### src/rtl/obj_pkg.sv
// Shared definitions for the object spawner: slot state encoding, LFSR mask,
// coordinate and counter widths.
package obj_pkg;

  typedef enum logic [2:0] {
    SlotIdle,
    SlotWait,
    SlotLoad,
    SlotArm,
    SlotFly
  } slot_state_e;

  localparam logic [15:0] LFSR_MASK = 16'hB400;
  localparam int unsigned COORD_W   = 10;
  localparam int unsigned CNT_W     = 16;

  // One right-shifting Galois step; the bit shifted out folds the mask back in.
  function automatic logic [15:0] lfsr_step(input logic [15:0] s);
    return {1'b0, s[15:1]} ^ (s[0] ? LFSR_MASK : 16'h0000);
  endfunction

endpackage

### src/rtl/lfsr16.sv
// 16-bit Galois LFSR used as the spawner's randomness source.
module lfsr16
  import obj_pkg::*;
#(
  parameter logic [15:0] SEED = 16'hACE1
) (
  input  logic        clk,
  input  logic        rst,
  input  logic        adv,
  output logic [15:0] state
);

  always_ff @(posedge clk or posedge rst) begin
    if (rst) begin
      state <= SEED;
    end else if (adv) begin
      state <= lfsr_step(state);
    end
  end

endmodule

### src/rtl/object_spawner.sv
// Launches up to N_OBJ objects: per-slot delay/launch FSMs sharing one LFSR, with a
// lowest-index-first arbiter so only one slot captures launch values per cycle.
module object_spawner
  import obj_pkg::*;
#(
  parameter int unsigned   N_OBJ     = 4,
  parameter int unsigned   DEPTH_BIT = 18,
  parameter int unsigned   DLY_MIN   = 16,
  parameter logic [15:0]   LFSR_SEED = 16'hACE1,
  parameter int unsigned   SPR_ADDR0 = 0,
  parameter int unsigned   SPR_ADDR1 = 8000,
  parameter int unsigned   SPR_ADDR2 = 16000,
  parameter int unsigned   SPR_ADDR3 = 26000,
  parameter int unsigned   INIT_POSY = 375
) (
  input  logic                           clk,
  input  logic                           rst,
  input  logic                           tick,
  input  logic                           enable,
  input  logic [N_OBJ-1:0]               oob,
  output logic [N_OBJ-1:0]               obj_rst,
  output logic [N_OBJ-1:0]               move,
  output logic [COORD_W*N_OBJ-1:0]       initposx,
  output logic [COORD_W*N_OBJ-1:0]       initposy,
  output logic [COORD_W*N_OBJ-1:0]       initvx,
  output logic [COORD_W*N_OBJ-1:0]       initvy,
  output logic [N_OBJ-1:0]               initdx,
  output logic [DEPTH_BIT*N_OBJ-1:0]     addr,
  output logic [15:0]                    spawn_count
);

  logic [15:0]          lfsr;
  logic [N_OBJ-1:0]     req;
  logic [N_OBJ-1:0]     gnt;
  logic [15:0]          spawn_q;

  logic [COORD_W-1:0]   launch_posx;
  logic [COORD_W-1:0]   launch_vx;
  logic [COORD_W-1:0]   launch_vy;
  logic [DEPTH_BIT-1:0] launch_addr;
  logic [CNT_W-1:0]     reload_cnt;

  lfsr16 #(
    .SEED (LFSR_SEED)
  ) u_lfsr (
    .clk   (clk),
    .rst   (rst),
    .adv   (1'b1),
    .state (lfsr)
  );

  // Launch values are derived from whatever the LFSR holds in the grant cycle.
  assign launch_posx = COORD_W'(64) + {1'b0, lfsr[7:0], 1'b0};
  assign launch_vx   = COORD_W'(1) + {7'd0, lfsr[10:8]};
  assign launch_vy   = COORD_W'(4) + {8'd0, lfsr[13:12]};
  assign reload_cnt  = CNT_W'(DLY_MIN) + {8'd0, lfsr[7:0]};

  always_comb begin
    launch_addr = DEPTH_BIT'(SPR_ADDR0);
    unique case (lfsr[15:14])
      2'd0: launch_addr = DEPTH_BIT'(SPR_ADDR0);
      2'd1: launch_addr = DEPTH_BIT'(SPR_ADDR1);
      2'd2: launch_addr = DEPTH_BIT'(SPR_ADDR2);
      2'd3: launch_addr = DEPTH_BIT'(SPR_ADDR3);
    endcase
  end

  // Fixed-priority arbiter: lowest-index requester wins.
  always_comb begin
    logic found;
    gnt   = '0;
    found = 1'b0;
    for (int i = 0; i < int'(N_OBJ); i++) begin
      if (req[i] && !found) begin
        gnt[i] = 1'b1;
        found  = 1'b1;
      end
    end
  end

  always_ff @(posedge clk or posedge rst) begin
    if (rst) begin
      spawn_q <= '0;
    end else if (|gnt) begin
      spawn_q <= spawn_q + 16'd1;
    end
  end

  assign spawn_count = spawn_q;

  for (genvar g = 0; g < int'(N_OBJ); g++) begin : g_slot
    localparam logic [CNT_W-1:0] STAGGER = CNT_W'(DLY_MIN * (g + 1));

    slot_state_e          st_q;
    logic [CNT_W-1:0]     cnt_q;
    logic                 obj_rst_q;
    logic                 move_q;
    logic [COORD_W-1:0]   posx_q;
    logic [COORD_W-1:0]   posy_q;
    logic [COORD_W-1:0]   vx_q;
    logic [COORD_W-1:0]   vy_q;
    logic                 dx_q;
    logic [DEPTH_BIT-1:0] addr_q;

    assign req[g] = (st_q == SlotLoad) && enable;

    always_ff @(posedge clk or posedge rst) begin
      if (rst) begin
        st_q      <= SlotIdle;
        cnt_q     <= '0;
        obj_rst_q <= 1'b1;
        move_q    <= 1'b0;
        posx_q    <= '0;
        posy_q    <= '0;
        vx_q      <= '0;
        vy_q      <= '0;
        dx_q      <= 1'b0;
        addr_q    <= '0;
      end else begin
        unique case (st_q)
          SlotIdle: begin
            if (enable) begin
              st_q  <= SlotWait;
              cnt_q <= STAGGER;
            end
          end
          SlotWait: begin
            if (!enable) begin
              st_q <= SlotIdle;
            end else if (cnt_q == '0) begin
              st_q <= SlotLoad;
            end else if (tick) begin
              cnt_q <= cnt_q - 1'b1;
            end
          end
          SlotLoad: begin
            if (!enable) begin
              st_q <= SlotIdle;
            end else if (gnt[g]) begin
              posx_q <= launch_posx;
              posy_q <= COORD_W'(INIT_POSY);
              vx_q   <= launch_vx;
              vy_q   <= launch_vy;
              dx_q   <= lfsr[11];
              addr_q <= launch_addr;
              st_q   <= SlotArm;
            end
          end
          SlotArm: begin
            st_q      <= SlotFly;
            obj_rst_q <= 1'b0;
            move_q    <= 1'b1;
          end
          SlotFly: begin
            // A flying object always finishes; enable only decides whether it respawns.
            if (oob[g]) begin
              obj_rst_q <= 1'b1;
              move_q    <= 1'b0;
              if (enable) begin
                st_q  <= SlotWait;
                cnt_q <= reload_cnt;
              end else begin
                st_q <= SlotIdle;
              end
            end
          end
          default: begin
            st_q      <= SlotIdle;
            obj_rst_q <= 1'b1;
            move_q    <= 1'b0;
          end
        endcase
      end
    end

    assign obj_rst[g]                          = obj_rst_q;
    assign move[g]                             = move_q;
    assign initposx[g*COORD_W +: COORD_W]      = posx_q;
    assign initposy[g*COORD_W +: COORD_W]      = posy_q;
    assign initvx[g*COORD_W +: COORD_W]        = vx_q;
    assign initvy[g*COORD_W +: COORD_W]        = vy_q;
    assign initdx[g]                           = dx_q;
    assign addr[g*DEPTH_BIT +: DEPTH_BIT]      = addr_q;
  end

endmodule

### config.mk
export PLATFORM = sky130hd
export DESIGN_NAME = object_spawner
export DESIGN_NICKNAME = d
export VERILOG_FILES = /design/src/rtl/obj_pkg.sv /design/src/rtl/lfsr16.sv /design/src/rtl/object_spawner.sv
export SDC_FILE = /design/constraint.sdc
export NUM_CORES = 1
export LEC_CHECK = 0
export CORE_MARGIN = 1.5
export CORE_UTILIZATION = 54
export DETAILED_ROUTE_END_ITERATION = 6
export HOLD_SLACK_MARGIN = 0.08
export PLACE_DENSITY = 0.86
export SLEW_MARGIN = 10
export SYNTH_ARGS = -nofsm -noshare
export SYNTH_HDL_FRONTEND = slang
export SYNTH_SLANG_ARGS = --single-unit
### constraint.sdc
create_clock -name clk -period 14 [get_ports clk]
set_clock_uncertainty 0.2 [all_clocks]
set_input_delay 2.1 -clock clk [delete_from_list [all_inputs] [get_ports clk]]
set_output_delay 2.1 -clock clk [all_outputs]
set_load 0.005 [all_outputs]
==> metrics.cfg <==
[layout]
layout_common_cells=dfrtp_1, nand2_1, clkdlybuf4s50_1, conb_1, o21ai_0
fill_cells=1572
fin_area_mm2=0.01258
layout_commonest_cell=dfrtp_1
area_growth_pct=16.10
drive_gt1_share_pct=7.058
finalNetCount=1266
antenna_cells=0

[global_routing]
grt_overflow=0
grt_use_met1_pct=29.78
grt_util_met3_pct=3.587
track_usage_pct=23.69
grt_pass1_vias=7784
grt_pass1_wl_mm=39.39
use_met2_pct=41.75
grt_max_degree=129
grt-busiest-layer=met2
antenna_found_initial=0

[cts]
cts-buffers-inserted=22
post-cts-setup-buffers=0
cts_hold_buf=0
cts.sink_count=208
clk_pin_slew_ns=0.06
cts_buffer_depth=3
root_buffer=clkbuf_16
cts_max_level=1
clock_latency_ns=0.50
cts_resized=0
cts_tree=built

[yosys]
ys_types=60
synthCells=1168
synth_edf_count=0
ys_seq_elements=208
synthesis.area_mm2=0.01084
syn-mean-instance-area_um2=9.280
synth-main-ff-cell=dfrtp_1
ys_seq_area_share_pct=48.16
synth_warnings=0
async_flop_share_pct=100.0

[critical_path]
path_buf_inv=2
critical-path-max-stage-delay_ns=1.03
critical_path_required_ns=14.18
crit_fanout=32
slowest_stage=nand2_1
cp.arrival_ns=5.61
startpoint_type=input port
r2r_slack_ns=10.70
setup.worst_path.end_class=flip-flop
cp_top_family=simple AND/OR/NAND/NOR gates
critPathKind=in2reg
crit_chain=clkdlybuf4s50_1 > inv_1 > or4_1 > nand2_1 > mux2_2

[timing]
maxSlewHeadroom_pct=17.45
period_needed_ns=5.423
hold_viol=0
clock.fmax_mhz=184.4
setup_viol=0
final_max_slew_viol_count=0
rsz0062_at_grt=no
fin_crit_sh_pct=38.74
tightest_slew_ns=1.236
worst_hold_slack_ns=0.2026
tns_ns=0

[routing]
first_iter_violations=679
via_count=8399
ant_nets=0
vias_per_cell=5.504
drc=0
wl_mm=24.98
wl_per_cell_um=16.37
first_pass_iters=5

[outcome]
status=complete, no violations

[floorplan]
die_w_um=144.7
core_mm2=0.01959
die_area_mm2=0.02093
io_pins=268
initial_core_util_pct=55.33
row_count=51
die_height_um=144.7

[min_path]
hp-class=reg2reg

[pwr]
total_power_mw=2.126
powerDensity_mw_per_mm2=168.9
ir_drop_v=0.0001122
p_leak_nw=5.765

[placed_design]
place_congestion=0.8742
place_area_mm2=0.01183
portBuffers=167
hpwl_mm=17.07

[run]
cap_violations=0

==> report_power, final <==
| group | switching [mW] | internal [mW] |
|---|---|---|
| registers | 0.127 | 0.715 |
| logic | 0.354 | 0.331 |
| clock network | 0.234 | 0.365 |
| total | 0.715 | 1.41 |
==> cell usage after synthesis (all sizes together), types with 3 or more instances <==
master	n	area [um^2]
a211oi	4	30.03
a21oi	60	300.3
a221oi	3	26.28
a22oi	9	67.56
and2	5	31.28
and3	8	50.05
buf	171	1247
clkbuf	44	165.2
dfrtp	196	4905
dfstp	12	315.3
ha	13	162.7
inv	22	82.58
mux2	17	191.4
mux2i	6	60.06
nand2	187	701.9
nand2b	16	100.1
nand3	14	70.07
nand3b	3	22.52
nand4	5	31.28
nand4b	3	26.28
nor2	80	307.8
nor2b	12	75.07
nor3	30	150.1
nor3b	7	52.55
nor4	11	96.34
nor4bb	3	30.03
o21ai	93	465.5
o22ai	8	50.05
o2bb2ai	7	61.31
o31ai	17	127.6
o32a	3	30.03
o41ai	5	43.79
or2	8	50.05
or3	11	68.82
or3b	4	35.03
or4	17	135.1
or4b	5	50.05
xnor2	13	113.9
xor2	18	157.7
==> sequential cells by signal (all words and copies together), names as in the netlist <==
register,count
g_slot.addr_q,24
u_lfsr.state,16
g_slot.posx_q,36
g_slot.obj_rst_q,4
g_slot.vx_q,16
g_slot.st_q,12
g_slot.dx_q,4
spawn_count,16
g_slot.cnt_q,64
g_slot.vy_q,11
g_slot.posy_q,1
g_slot.move_q,4
==> cells by family after synthesis <==
family / count (synthesis) / synth area share [%]
simple gates: 433 / 19.59
fa+ha+maj: 13 / 1.501
buf+inv: 237 / 13.79
compound gates: 222 / 12.10
mux: 23 / 2.320
flops: 208 / 48.16
other cells: 1 / 0.03460
xor+xnor: 31 / 2.505
==> per-stage QoR <==
step / instances / util, % / worst slack [ns]
CTS: 1526 / 64.24 / 8.569
finish: 1526 / 64.24 / 8.577
global placement: 1486 / 60.38 / 8.161
detailed placement: 1486 / 60.38 / 8.067
global route: 1526 / 64.24 / 8.319
floorplan: 1267 / - / 6.039
==> path summary, 6_finish.rpt <==
check | start | end | cells past startpoint
max in group asynchronous | rst | g_slot[2].posx_q[8] | 3
hold reg to reg | u_lfsr.state[6] | u_lfsr.state[5] | 0
setup / recovery | enable | g_slot[1].vx_q[1] | 5
min in group asynchronous | rst | spawn_count[11] | 2
setup reg to reg | g_slot[0].st_q[2] | g_slot[1].vx_q[1] | 3
hold / removal | u_lfsr.state[6] | u_lfsr.state[5] | 0
==> area by class of cell <==
class	instances	area, um^2	share of cell area, %
Clock buffer	35	669.4	5.319
Inverter	22	90.09	0.7158
Sequential cell	208	5220	41.48
Tap cell	265	331.6	2.635
Clock inverter	5	86.33	0.6860
Timing Repair Buffer	169	1687	13.40
Multi-Input combinational cell	822	4501	35.76
==> metal layers <==
layer / share of wire [%] / vias up
met1: 41 / 4104
met4: 3.0 / 0
li1: - / 3904
met2: 50 / 336
met3: 6.1 / 55
met5: 0 / -
No activity file was read; power rests on OpenSTA's default activity.
